$ cat src/rtl/bist_pkg.sv
// Shared types, defaults and the SISR step function for the scan-BIST controller.
package bist_pkg;

  localparam int unsigned DEF_CHAIN_LEN   = 4;
  localparam int unsigned DEF_NUM_VECTORS = 32;
  localparam int unsigned DEF_SIG_W       = 16;
  localparam logic [DEF_SIG_W-1:0] DEF_SIG_POLY = 16'h1021;

  // Sequencer states; DONE_ST holds the verdict until the next START or RST
  typedef enum logic [2:0] {
    ST_IDLE    = 3'd0,
    ST_SHIFT   = 3'd1,
    ST_CAPTURE = 3'd2,
    ST_UNLOAD  = 3'd3,
    ST_COMPARE = 3'd4,
    ST_DONE    = 3'd5
  } bist_state_e;

  // One SISR step: shift left, fold the MSB back through the taps, xor in the serial bit
  function automatic logic [DEF_SIG_W-1:0] sisr_next(
    input logic [DEF_SIG_W-1:0] sig,
    input logic                 so_bit,
    input logic [DEF_SIG_W-1:0] poly
  );
    sisr_next = {sig[DEF_SIG_W-2:0], 1'b0}
              ^ (sig[DEF_SIG_W-1] ? poly : '0)
              ^ {{(DEF_SIG_W-1){1'b0}}, so_bit};
  endfunction

endpackage

$ cat src/rtl/bist_sisr.sv
// Serial-input signature register: compacts one SO bit per enabled edge.
module bist_sisr
  import bist_pkg::*;
#(
  parameter int unsigned      SIG_W    = DEF_SIG_W,
  parameter logic [SIG_W-1:0] SIG_POLY = SIG_W'(DEF_SIG_POLY),
  parameter logic [SIG_W-1:0] SIG_SEED = '0
) (
  input  logic             clk,
  input  logic             rst,
  input  logic             load,
  input  logic             en,
  input  logic             so,
  output logic [SIG_W-1:0] sig
);

  logic [SIG_W-1:0] sig_next_c;

  // Next signature value for the current serial bit
  always_comb begin
    sig_next_c = {sig[SIG_W-2:0], 1'b0}
               ^ (sig[SIG_W-1] ? SIG_POLY : '0)
               ^ SIG_W'(so);
  end

  // Seed on reset or run start, otherwise compact when enabled
  always_ff @(posedge clk or posedge rst) begin
    if (rst) begin
      sig <= SIG_SEED;
    end else if (load) begin
      sig <= SIG_SEED;
    end else if (en) begin
      sig <= sig_next_c;
    end
  end

endmodule

$ cat src/rtl/bist_controller.sv
// Scan-BIST sequencer: drives SE shift/capture, compacts SO, reports DONE/PASS.
// Optional macro BIST_SIG_OUT_EN exposes the live signature on SIGNATURE.
module bist_controller
  import bist_pkg::*;
#(
  parameter int unsigned      CHAIN_LEN   = DEF_CHAIN_LEN,
  parameter int unsigned      NUM_VECTORS = DEF_NUM_VECTORS,
  parameter int unsigned      SIG_W       = DEF_SIG_W,
  parameter logic [SIG_W-1:0] SIG_POLY    = SIG_W'(DEF_SIG_POLY),
  parameter logic [SIG_W-1:0] SIG_SEED    = '0,
  parameter logic [SIG_W-1:0] GOLDEN_SIG  = '0
) (
  input  logic             CLK,
  input  logic             RST,
  input  logic             START,
  input  logic             SO,
  output logic             SE,
  output logic             BUSY,
  output logic             DONE,
  output logic             PASS
`ifdef BIST_SIG_OUT_EN
  ,
  output logic [SIG_W-1:0] SIGNATURE
`endif
);

  localparam int unsigned BIT_W = (CHAIN_LEN > 1)   ? $clog2(CHAIN_LEN)   : 1;
  localparam int unsigned VEC_W = (NUM_VECTORS > 1) ? $clog2(NUM_VECTORS) : 1;
  localparam logic [BIT_W-1:0] BIT_LAST = BIT_W'(CHAIN_LEN - 1);
  localparam logic [VEC_W-1:0] VEC_LAST = VEC_W'(NUM_VECTORS - 1);

  bist_state_e      state_q, state_d;
  logic [BIT_W-1:0] bit_cnt_q, bit_cnt_d;
  logic [VEC_W-1:0] vec_cnt_q, vec_cnt_d;
  logic             pass_d;
  logic             se_d, busy_d, done_d;
  logic             sig_load_c, sig_en_c;
  logic [SIG_W-1:0] sig;

  // State, counters and registered outputs
  always_ff @(posedge CLK or posedge RST) begin
    if (RST) begin
      state_q   <= ST_IDLE;
      bit_cnt_q <= '0;
      vec_cnt_q <= '0;
      SE        <= 1'b0;
      BUSY      <= 1'b0;
      DONE      <= 1'b0;
      PASS      <= 1'b0;
    end else begin
      state_q   <= state_d;
      bit_cnt_q <= bit_cnt_d;
      vec_cnt_q <= vec_cnt_d;
      SE        <= se_d;
      BUSY      <= busy_d;
      DONE      <= done_d;
      PASS      <= pass_d;
    end
  end

  // Next state, counter updates, SISR control and output decode
  always_comb begin
    state_d    = state_q;
    bit_cnt_d  = bit_cnt_q;
    vec_cnt_d  = vec_cnt_q;
    pass_d     = PASS;
    sig_load_c = 1'b0;
    sig_en_c   = 1'b0;

    unique case (state_q)
      ST_IDLE, ST_DONE: begin
        if (START) begin
          state_d    = ST_SHIFT;
          bit_cnt_d  = '0;
          vec_cnt_d  = '0;
          pass_d     = 1'b0;
          sig_load_c = 1'b1;
        end
      end
      ST_SHIFT: begin
        // vector 0 shifts out reset contents of the chain, so skip it
        sig_en_c = (vec_cnt_q != '0);
        if (bit_cnt_q == BIT_LAST) begin
          bit_cnt_d = '0;
          state_d   = ST_CAPTURE;
        end else begin
          bit_cnt_d = bit_cnt_q + 1'b1;
        end
      end
      ST_CAPTURE: begin
        vec_cnt_d = vec_cnt_q + 1'b1;
        state_d   = (vec_cnt_q == VEC_LAST) ? ST_UNLOAD : ST_SHIFT;
      end
      ST_UNLOAD: begin
        sig_en_c = 1'b1;
        if (bit_cnt_q == BIT_LAST) begin
          bit_cnt_d = '0;
          state_d   = ST_COMPARE;
        end else begin
          bit_cnt_d = bit_cnt_q + 1'b1;
        end
      end
      ST_COMPARE: begin
        pass_d  = (sig == GOLDEN_SIG);
        state_d = ST_DONE;
      end
      default: begin
        state_d = ST_IDLE;
      end
    endcase

    se_d   = (state_d == ST_SHIFT) || (state_d == ST_UNLOAD);
    busy_d = (state_d != ST_IDLE) && (state_d != ST_DONE);
    done_d = (state_d == ST_DONE);
  end

  bist_sisr #(
    .SIG_W    (SIG_W),
    .SIG_POLY (SIG_POLY),
    .SIG_SEED (SIG_SEED)
  ) u_sisr (
    .clk  (CLK),
    .rst  (RST),
    .load (sig_load_c),
    .en   (sig_en_c),
    .so   (SO),
    .sig  (sig)
  );

`ifdef BIST_SIG_OUT_EN
  // Live signature for golden-value extraction
  assign SIGNATURE = sig;
`endif

endmodule

$ cat config.mk
export PLATFORM = sky130hd
export DESIGN_NAME = bist_controller
export DESIGN_NICKNAME = d
export VERILOG_FILES = /design/src/rtl/bist_pkg.sv /design/src/rtl/bist_sisr.sv /design/src/rtl/bist_controller.sv
export SDC_FILE = /design/constraint.sdc
export NUM_CORES = 1
export LEC_CHECK = 0
export CAP_MARGIN = 0
export CORE_MARGIN = 4
export CORE_UTILIZATION = 62
export DETAILED_ROUTE_END_ITERATION = 8
export GPL_ROUTABILITY_DRIVEN = 0
export PLACE_DENSITY = 0.84
export SLEW_MARGIN = 20
export SYNTH_ARGS = -nofsm -noshare
export SYNTH_HDL_FRONTEND = slang
export SYNTH_SLANG_ARGS = --single-unit
$ cat constraint.sdc
create_clock -name CLK -period 3.3 [get_ports CLK]
set_clock_uncertainty 0.05 [all_clocks]
set_input_delay 0.66 -clock CLK [delete_from_list [all_inputs] [get_ports CLK]]
set_output_delay 0.66 -clock CLK [all_outputs]
set_load 0.005 [all_outputs]
; Word-level counts from Yosys, hierarchy flattened
; Cells that the tools add are included.
[totals]
register_bits = 30
wordCells = 57
input_bits = 4
[op_classes]
addsub = 2
n_reduce_logical = 15
bitwise = 2
muxes = 18
n_eq_ne = 12
[op_table]
columns = operator, count
row1 = $mux W16, 2
row2 = $logic_not A16 Y1, 1
row3 = $xor A16 B1 Y16, 1
row4 = $xor A16 B16 Y16, 1
row5 = $pmux W3 S5, 1
row6 = $mux W13, 1
row7 = $pmux W5 S2, 1
row8 = $eq A3 B2 Y1 const B, 3
row9 = $eq A3 B3 Y1 const B, 3
row10 = $mux W3, 3
row11 = $reduce_bool A2 Y1, 4
row12 = $eq A3 B1 Y1 const B, 2
row13 = $mux W2, 3
row14 = $reduce_and A2 Y1, 3
row15 = $add A5 B1 Y5 const B, 1
row16 = $eq A5 B5 Y1 const B, 1
row17 = $mux W5, 1
row18 = $reduce_bool A5 Y1, 1
row19 = $pmux W1 S2, 2
row20 = $pmux W2 S2, 1
row21 = $reduce_or A2 Y1, 2
row22 = $logic_not A3 Y1, 1
row23 = $mux W1, 3
row24 = $ne A3 B3 Y1 const B, 1
row25 = 6 further kinds, 6

; Longest topological paths before layout
; Gate-level depths: netlist of the first run.
[depth]
depth_word = 5
mapped_depth = 6
mapped_depth_nobuf = 5

; Modules after synthesis
; Synthesis of the first run repeated with hierarchy kept, for this count alone.
[hier_totals]
hier_cells = 137
area_unflattened_um2 = 1472.7
[by_module_without_submodules]
columns = module, area_per_inst_um2, n_inst, cells_each
row1 = bist_controller, 768.2, 1, 81
row2 = bist_sisr, 704.4, 1, 56

; Worst setup path before layout of the first run
; OpenSTA, ideal clock, no wires.
[synth_timing]
path_type = in2reg
from = input START
to = register u_sisr.sig[15]
setup_ps = 129
arrival_time_ps = 1381
setup_slack_ps = 1740
required_ps = 3121
n_path_buf = 1
stages = 5
cell_sequence = nand2b_1 or3_4 buf_4 nand2_1 o21ai_1
[synth_via]
elab_chain_len = 3
elab_cells_between_ends = 4
[synth_lines]
columns = element, line
row1 = from (decl), bist_controller.sv:15  ; input logic START,
row2 = $mux W1 (*), bist_controller.sv:72  ; if (START) begin
row3 = $mux W1 (*), bist_controller.sv:70  ; unique case (state_q)
row4 = $mux W16 / $reduce_bool A2 Y1 (equally long branches), --
row5 = to (signal assigned), bist_sisr.sv:33  ; sig <= sig_next_c;
row6 = to (decl), bist_sisr.sv:14  ; output logic [SIG_W-1:0] sig
; Every way passes the cells marked *; elsewhere a longest branch is shown, timed or not.
; A chain may end at the register's enable or synchronous reset.

; Final worst setup path of the first run
[layout_timing]
from = register PASS
to = output PASS
[layout_lines]
columns = element, line
row1 = from (decl), bist_controller.sv:20  ; output logic PASS
row2 = from (signal assigned), bist_controller.sv:57  ; PASS <= pass_d;
; No word-level cell between the ends.

==> results.py, run 1 <==
metrics = {
    "run_status": {
        "status": "complete, no violations",
    },
    "hold_path": {
        "hold_path_class": "flop to flop",
    },
    "layout": {
        "drive_above_1_share_pct": 6.75,
        "nFillCells": 171,
        "nNetsFinal": 171,
        "antenna_cells": 0,
        "post-route-util_pct": 70.2,
        "synthToLayoutAreaGrowth_pct": 6.28,
    },
    "clock_network": {
        "ctsHoldBuffers": 0,
        "path_clk_slew_ps": 90,
        "clock-sinks": 30,
        "cts_max_path_buffers": 2,
        "post_cts_buffers": 0,
        "cts_buffers": 5,
        "clock_latency_ps": 330,
        "cts-root-buf": "clkbuf_4",
        "htreeDepth": 2,
        "ctsResizeCount": 0,
        "cts_tree": "yes",
    },
    "die": {
        "start_util_pct": 66.1,
        "pin_count": 8,
        "dieArea_um2": 3220,
        "num_rows": 17,
        "dieWidth_um": 56.8,
        "coreArea_um2": 2230,
        "die_h_um": 56.8,
    },
    "power": {
        "powerDensity_nw_per_um2": 959,
        "power_frac_comb_pct": 42.9,
        "internal_power_uw": 862,
        "peakVddDrop_mv": 0.879,
        "p_total_uw": 1500,
        "switching_share_pct": 42.7,
        "seqPwrFrac_pct": 43.9,
        "p_clk_share_pct": 13.2,
        "leakage_uw": 0.000715,
        "switchingPower_uw": 642,
    },
    "global_routing": {
        "grtUsageMet3_pct": 6.44,
        "grt_pass1_wl_um": 4810,
        "gr-usage-all-layers_pct": 19.8,
        "grt_antenna_before_repair": 0,
        "overflow": 0,
        "grt_use_met1_pct": 25.0,
        "grt_pass1_vias": 1111,
        "use_met2_pct": 30.2,
        "busiest_layer": "met2",
        "grt_max_degree": 31,
    },
    "routing": {
        "drt-wirelength-per-cell_um": 13.8,
        "post-route-drc-count": 0,
        "drt_iter0_markers": 28,
        "ant_nets": 0,
        "post_drt_via_cell_ratio": 5.73,
        "firstDrtPassIters": 4,
        "wirelength_um": 2630,
        "vias": 1095,
    },
    "setup_path": {
        "cp_slowest_cell": "clkdlybuf4s50_1",
        "cp-start-kind": "flop",
        "arrival_ps": 1230,
        "path_cells": "clkdlybuf4s50_1",
        "path_max_fanout": 2,
        "end_kind": "primary output",
        "max_stage_delay_ps": 520,
        "cpLargestDelayFamily": "buffers and inverters",
        "crit_type": "flop to primary output",
        "cp.required_ps": 2590,
        "worst-path-buf-inv": 1,
    },
    "placement": {
        "dpl.hpwl_um": 1850,
        "port_buffers": 7,
    },
    "yosys": {
        "async_flop_share_pct": 100,
        "synth.most_common_cell": "nand2_1",
        "ys_seq_area_share_pct": 50.9,
        "ys_warn_count": 0,
        "synth_edf_count": 0,
        "ys_ff_latch": 30,
        "netlist.area_leader.share_pct": 50.9,
        "post_synth.cell_area_avg_um2": 9.40,
        "ys_top_cells_by_area": "dfrtp_1 51%, nand2_1 9.2%, o21ai_1 6.8%",
        "synth_fp_nets": 165,
        "synth_cells": 157,
        "synth-main-ff-cell": "dfrtp_1",
        "ys_types": 32,
        "synthTopCellsByCount": "36 x nand2_1, 30 x dfrtp_1, 20 x o21ai_1",
        "synth_area_um2": 1480,
        "yosysTopAreaCell": "dfrtp_1",
    },
    "sta": {
        "period_share_pct": 58.8,
        "setup_violations": 0,
        "final.setup.tns_ps": 0,
        "finalCriticalPeriod_ps": 1940,
        "hold_violations": 0,
        "max_slew_margin_pct": 60.4,
        "maxSlewViolCount": 0,
        "tightest_slew_ps": 593,
        "max_clock_freq_ghz": 0.516,
        "rsz0062_at_grt": "false",
    },
    "job": {
        "max_cap_violations": 0,
    },
}
-- cells in the final DEF (no fill, tap or decap), types with 3 or more instances in the layout --
master	count
ha_1	4
clkdlybuf4s50_1	7
o21ai_0	3
inv_1	7
nor2_1	5
nand2b_1	3
a21oi_1	5
clkbuf_4	5
o21ai_1	20
nand3_1	8
nor4_1	3
dfrtp_1	30
xor2_1	4
nand2_1	36
-- power by group through the flow --
stage / sequential [uW] / combinational [uW] / clock [uW]
5_1_grt: 683 / 743 / 226
3_5_place_dp: 666 / 652 / 0
2_1_floorplan: 600 / 618 / 0
4_1_cts: 658 / 656 / 208
3_3_place_gp: 657 / 617 / 0
6_report: 660 / 645 / 198
-- metrics by stage --
step,setup slack (ps),cell area [um2],cells,hold WS (ps)
2_1_floorplan,1740,1480,157,411
3_3_place_gp,1110,1520,184,431
3_5_place_dp,1040,1520,184,444
4_1_cts,1360,1570,191,456
5_1_grt,1320,1570,191,496
6_report,1360,1570,191,459
-- state kept, by name, summed over array words and instances, names as in the netlist --
register,cells
bit_cnt_q,2
u_sisr.sig,16
DONE,1
BUSY,1
vec_cnt_q,5
state_q,3
PASS,1
SE,1
-- area by class of cell --
class                   instances  area (um2)  share of cell area [%]
flip-flops and latches         30         751                    47.9
multi-input cells             111         633                    40.4
repair buffers                  8        77.6                    4.95
clock buffers                   7        45.0                    2.87
well taps                      28        35.0                    2.23
inverters                       7        26.3                    1.68
-- cell families (layout without fill, tap and decap cells) --
| group | Yosys count | in the layout | share of synthesized area (%) |
|---|---|---|---|
| AOI/OAI and AO/OA | 36 | 36 | 14.1 |
| xor gates and xnor gates | 4 | 4 | 2.37 |
| adders and majority gates | 5 | 5 | 4.07 |
| buffers and inverters | 16 | 22 | 6.19 |
| DFF | 30 | 30 | 50.9 |
| muxes | 2 | 2 | 1.36 |
| and+or+nand+nor | 64 | 64 | 21.0 |
-- worst paths after layout --
kind	cells past startpoint	to	slack [ps]	startpoint
min	1	bit_cnt_q[0]	460	bit_cnt_q[0]
min reg2reg	1	bit_cnt_q[0]	460	bit_cnt_q[0]
max reg2reg	3	u_sisr.sig[11]	1480	state_q[0]
min in group asynchronous	3	u_sisr.sig[1]	650	RST
max	1	PASS	1360	PASS
max in group asynchronous	3	vec_cnt_q[0]	2280	RST
-- per-layer routing --
layer | wire length [um] | share of wire [%] | vias up
met4 | 70 | 2.7 | 0
met3 | 95 | 3.6 | 7
met2 | 1260 | 48 | 12
li1 | - | - | 542
met5 | 0 | 0 | -
met1 | 1210 | 46 | 534
(Power assumes the default switching activity.)
==> run 2: changes to the inputs <==
Settings changed: CORE_UTILIZATION 62 to 58, PLACE_DENSITY 0.84 to 0.8.
Clock period 3.3 ns to 1.92 ns, I/O delays scaled along.
==> run 2 against run 1 <==
Against the previous run:
- global-route usage shrank 2.0 points
- count of clock-buffer cells in the layout is 1 higher
- first-iteration DRC count grew 21%
- critical path depth rose by 3
- routed wire length is 0.68% lower
- worst setup slack got worse by 1100 ps
- critical endpoint is now bit_cnt_q[0]
- highest routed layer unchanged
==> results.py, run 2 (synthesis results as in run 1) <==
metrics = {
    "job": {
        "max_cap_violations": 0,
    },
    "layout": {
        "post-route-util_pct": 66.0,
        "layout_commonest_cell": "nand2_1",
        "antenna_cells": 0,
        "nNetsFinal": 173,
        "synthToLayoutAreaGrowth_pct": 9.75,
        "mostFrequentLayoutCells": "36 x nand2_1, 30 x dfrtp_1, 20 x o21ai_1, 8 x nand3_1",
        "nFillCells": 197,
        "largest_register_ff_count": 16,
        "drive_above_1_share_pct": 9.64,
        "largest-register": "u_sisr.sig",
        "reg_top3": "u_sisr.sig (16), vec_cnt_q (5), state_q (3)",
    },
    "global_routing": {
        "gr-usage-all-layers_pct": 17.9,
        "grt_max_degree": 31,
        "grt_antenna_before_repair": 0,
        "grt_pass1_wl_um": 4460,
        "overflow": 0,
        "grt_pass1_vias": 980,
    },
    "power": {
        "powerDensity_nw_per_um2": 1700,
        "leakage_uw": 0.000744,
        "peakVddDrop_mv": 1.20,
    },
    "setup_path": {
        "worst-path-buf-inv": 0,
        "path_max_fanout": 21,
        "cp-start-kind": "flop",
        "crit_type": "flop to flop",
        "rr_worst_depth": 4,
        "cpLargestDelayFamily": "simple AND/OR/NAND/NOR gates",
        "arrival_ps": 1830,
        "cp.required_ps": 2080,
        "r2r_slack_ps": 250,
        "r2r-start": "state_q[0]",
        "max_stage_delay_ps": 530,
        "end_kind": "flop",
        "cp_slowest_cell": "dfrtp_1",
        "path_cells": "nor2b_1 -> or3_4 -> nand3_1 -> o31ai_1",
        "regToRegEndpoint": "bit_cnt_q[0]",
    },
    "die": {
        "num_rows": 18,
        "start_util_pct": 60.1,
        "die_h_um": 58.4,
        "dieWidth_um": 58.4,
        "dieArea_um2": 3410,
        "coreArea_um2": 2450,
        "pin_count": 8,
    },
    "routing": {
        "ant_nets": 0,
        "post-route-drc-count": 0,
        "wirelength_um": 2620,
        "post_drt_via_cell_ratio": 5.62,
        "vias": 1101,
        "drt_iter0_markers": 34,
        "firstDrtPassIters": 4,
        "drt-wirelength-per-cell_um": 13.3,
    },
    "sta": {
        "final.setup.tns_ps": 0,
        "hold_violations": 0,
        "max_slew_margin_pct": 73.5,
        "maxSlewViolCount": 0,
        "tightest_slew_ps": 397,
        "rsz0062_at_grt": "false",
        "setup_violations": 0,
        "period_share_pct": 87.1,
        "finalCriticalPeriod_ps": 1670,
        "max_clock_freq_ghz": 0.598,
    },
    "clock_network": {
        "path_clk_slew_ps": 90,
        "clock_latency_ps": 330,
        "clock-sinks": 30,
        "ctsHoldBuffers": 0,
        "cts_tree": "yes",
        "ctsResizeCount": 0,
        "cts-root-buf": "clkbuf_4",
        "cts_max_path_buffers": 2,
        "post_cts_buffers": 0,
        "htreeDepth": 2,
        "cts_buffers": 5,
    },
    "hold_path": {
        "hold_path_class": "input port to async pin",
    },
    "run_status": {
        "status": "complete, no violations",
    },
    "placement": {
        "port_buffers": 7,
        "dpl.hpwl_um": 1860,
    },
}
## run 2: cell types whose count changed in the layout (fill, tap and decap cells not counted)
cell,change
clkbuf_1,-2
buf_4,+2
clkbuf_8,+3
## run 2: layout make-up
class | instances | area, um2 | share of cell area, %
inverter | 7 | 26.3 | 1.62
sequential | 30 | 751 | 46.4
tap | 30 | 37.5 | 2.32
multi-input combinational | 111 | 633 | 39.1
timing repair buffer | 10 | 92.6 | 5.72
clock buffer | 8 | 78.8 | 4.87
## run 2: worst max path at each step
| stage | from | cells after the start | to |
|---|---|---|---|
| final | state_q[0] | 4 | bit_cnt_q[0] |
| after global routing | state_q[0] | 5 | u_sisr.sig[12] |
| after CTS | state_q[1] | 4 | bit_cnt_q[0] |
| after detailed placement | START | 5 | bit_cnt_q[0] |
| after global placement | START | 5 | bit_cnt_q[0] |
| after floorplan | state_q[2] | 6 | u_sisr.sig[15] |
## run 2: metrics by stage
step / setup WS, ps / cell area, um2 / instances / hold slack [ps] / total power (uW)
floorplan: 481 / 1480 / 157 / 411 / 2090
global placement: 108 / 1540 / 188 / 429 / 2240
detailed placement: 55.1 / 1540 / 188 / 441 / 2290
CTS: 270 / 1620 / 196 / 369 / 2760
global route: 133 / 1620 / 196 / 401 / 2970
finish: 248 / 1620 / 196 / 363 / 2750
## run 2: power by group
part           internal (uW)  leakage (uW)  switching [uW]
logic                    499      0.000310             646
clock network            250     0.0000446             212
registers                873      0.000390             269
## run 2: layer usage
metal	global-route usage, %	up-vias	part of all wire, %
li1	-	548	-
met1	22.6	518	45
met2	27.8	27	49
met3	4.61	8	4.2
met4	10.3	0	2.1
met5	0	-	0
## run 2: worst register-to-register path, delay by kind of cell, from the launching register on
family	cells	cell delay, ps
simple gates	3	890
compound gates	1	90
flops	1	530
==> run 3: changes to the inputs <==
Settings changed: CORE_MARGIN 4 to 3, CORE_UTILIZATION 58 to 61, DONT_BUFFER_PORTS set to 1, PLACE_DENSITY 0.8 to 0.83.
==> run 3 against run 2 <==
Against the previous run:
- clock power shrank 25%
- sequential power is essentially flat
- routed wire length shrank 6.0%
- worst hold slack lost 260 ps
- power shrank 6.7%
- count of clock-buffer cells in the layout shrank 3
- largest power group is now registers
==> results.py, run 3 (synthesis results as in run 1) <==
metrics = {
    "sta": {
        "maxSlewViolCount": 0,
        "finalCriticalPeriod_ps": 1630,
        "final.setup.tns_ps": 0,
        "period_share_pct": 84.7,
        "tightest_slew_ps": 432,
        "setup_violations": 0,
        "max_clock_freq_ghz": 0.615,
        "max_slew_margin_pct": 71.1,
        "hold_violations": 0,
        "rsz0062_at_grt": "false",
        "timing.final.ws_setup_ps": 293,
        "holdWs_ps": 104,
    },
    "setup_path": {
        "end_kind": "flop",
        "path_max_fanout": 21,
        "rr_worst_depth": 4,
        "r2r-start": "state_q[1]",
        "crit_type": "flop to flop",
        "arrival_ps": 1800,
        "cp.required_ps": 2090,
        "regToRegEndpoint": "bit_cnt_q[0]",
        "r2r_slack_ps": 290,
        "cp-start-kind": "flop",
    },
    "layout": {
        "largest_register_ff_count": 16,
        "layout_commonest_cell": "nand2_1",
        "drive_above_1_share_pct": 8.86,
        "multiInputGateArea_um2": 633,
        "final_area_um2": 1520,
        "seq_area_um2": 751,
        "mostFrequentLayoutCells": "36 x nand2_1, 30 x dfrtp_1, 20 x o21ai_1, 8 x nand3_1, 7 x inv_1",
        "synthToLayoutAreaGrowth_pct": 2.88,
        "reg_top3": "u_sisr.sig (16), vec_cnt_q (5), state_q (3)",
        "post-route-util_pct": 67.3,
        "nFillCells": 169,
        "largest-register": "u_sisr.sig",
        "nNetsFinal": 166,
        "antenna_cells": 0,
    },
    "die": {
        "dieArea_um2": 3040,
        "die_h_um": 55.2,
        "num_rows": 17,
        "pin_count": 8,
        "coreArea_um2": 2250,
        "dieWidth_um": 55.2,
        "start_util_pct": 65.4,
    },
    "global_routing": {
        "grt_pass1_vias": 940,
        "grt_pass1_wl_um": 4110,
        "grt_antenna_before_repair": 0,
        "grt_max_degree": 29,
        "overflow": 0,
        "gr-usage-all-layers_pct": 19.4,
    },
    "routing": {
        "post_drt_via_cell_ratio": 5.77,
        "vias": 1073,
        "drt-wirelength-per-cell_um": 13.2,
        "ant_nets": 0,
        "wirelength_um": 2460,
        "post-route-drc-count": 0,
        "drt_iter0_markers": 32,
        "firstDrtPassIters": 4,
    },
    "hold_path": {
        "hold_path_end": "DONE",
        "hold_depth": 1,
        "hold_path_class": "input port to flop",
        "hold_start": "START",
    },
    "clock_network": {
        "clock_latency_ps": 340,
        "cts_buffers": 5,
        "clock-sinks": 30,
        "cts-root-buf": "clkbuf_4",
        "path_clk_slew_ps": 90,
        "cts_max_path_buffers": 2,
        "ctsResizeCount": 0,
        "post_cts_buffers": 0,
        "htreeDepth": 2,
        "cts_tree": "yes",
    },
    "power": {
        "peakVddDrop_mv": 0.953,
        "powerDensity_nw_per_um2": 1690,
        "leakage_uw": 0.000703,
    },
    "placement": {
        "placed_cell_area_um2": 1460,
        "place_ws_ps": 294,
        "dpl.hpwl_um": 1730,
        "port_buffers": 0,
    },
    "run_status": {
        "status": "complete, no violations",
    },
    "job": {
        "max_cap_violations": 0,
    },
}
==> run 3: how the worst max path moves through the flow <==
stage,cells past startpoint,start,to,slack (ps)
global route,5,state_q[2],u_sisr.sig[0],160
finish,4,state_q[1],bit_cnt_q[0],290
CTS,4,state_q[1],bit_cnt_q[0],290
floorplan,6,state_q[2],u_sisr.sig[15],480
detailed placement,4,state_q[1],bit_cnt_q[0],290
global placement,4,state_q[1],bit_cnt_q[0],360
==> run 3: where the power goes <==
group | total (uW) | internal (uW) | switching, uW
clock network | 345 | 131 | 214
registers | 1140 | 874 | 262
logic | 1080 | 455 | 629
total | 2570 | 1460 | 1100
==> run 3: per-layer routing <==
metal | GRT usage (%) | vias up | routed length, um
met5 | 0 | - | 0
met4 | 9.72 | 0 | 48
met3 | 5.63 | 5 | 86
met2 | 27.0 | 12 | 1130
met1 | 27.2 | 525 | 1200
li1 | - | 531 | -
==> run 3: timing repair <==
item / in CTS / in global routing
hold buffers: 1 / 0
setup endpoints to repair: 0 / 0
endpoints found under the hold margin: 11 / 0
==> run 3: layout make-up <==
| type | count | area share (%) |
|---|---|---|
| sequential | 30 | 49.5 |
| timing repair buffer | 3 | 1.65 |
| inverter | 7 | 1.73 |
| tap | 28 | 2.31 |
| clock inverter | 2 | 0.660 |
| multi-input combinational | 111 | 41.7 |
| clock buffer | 5 | 2.47 |
==> run 3: critical path, stage by stage (launching register included) <==
cell      delay (ps)
dfrtp_1          510
nand2b_1         250
or3_4            500
nand3_1          120
o31ai_1           90
==> run 3: through the flow <==
stage | cells | power, uW
finish | 186 | 2570
global route | 186 | 2790
detailed placement | 178 | 2220
CTS | 186 | 2570
global placement | 178 | 2160
floorplan | 157 | 2090
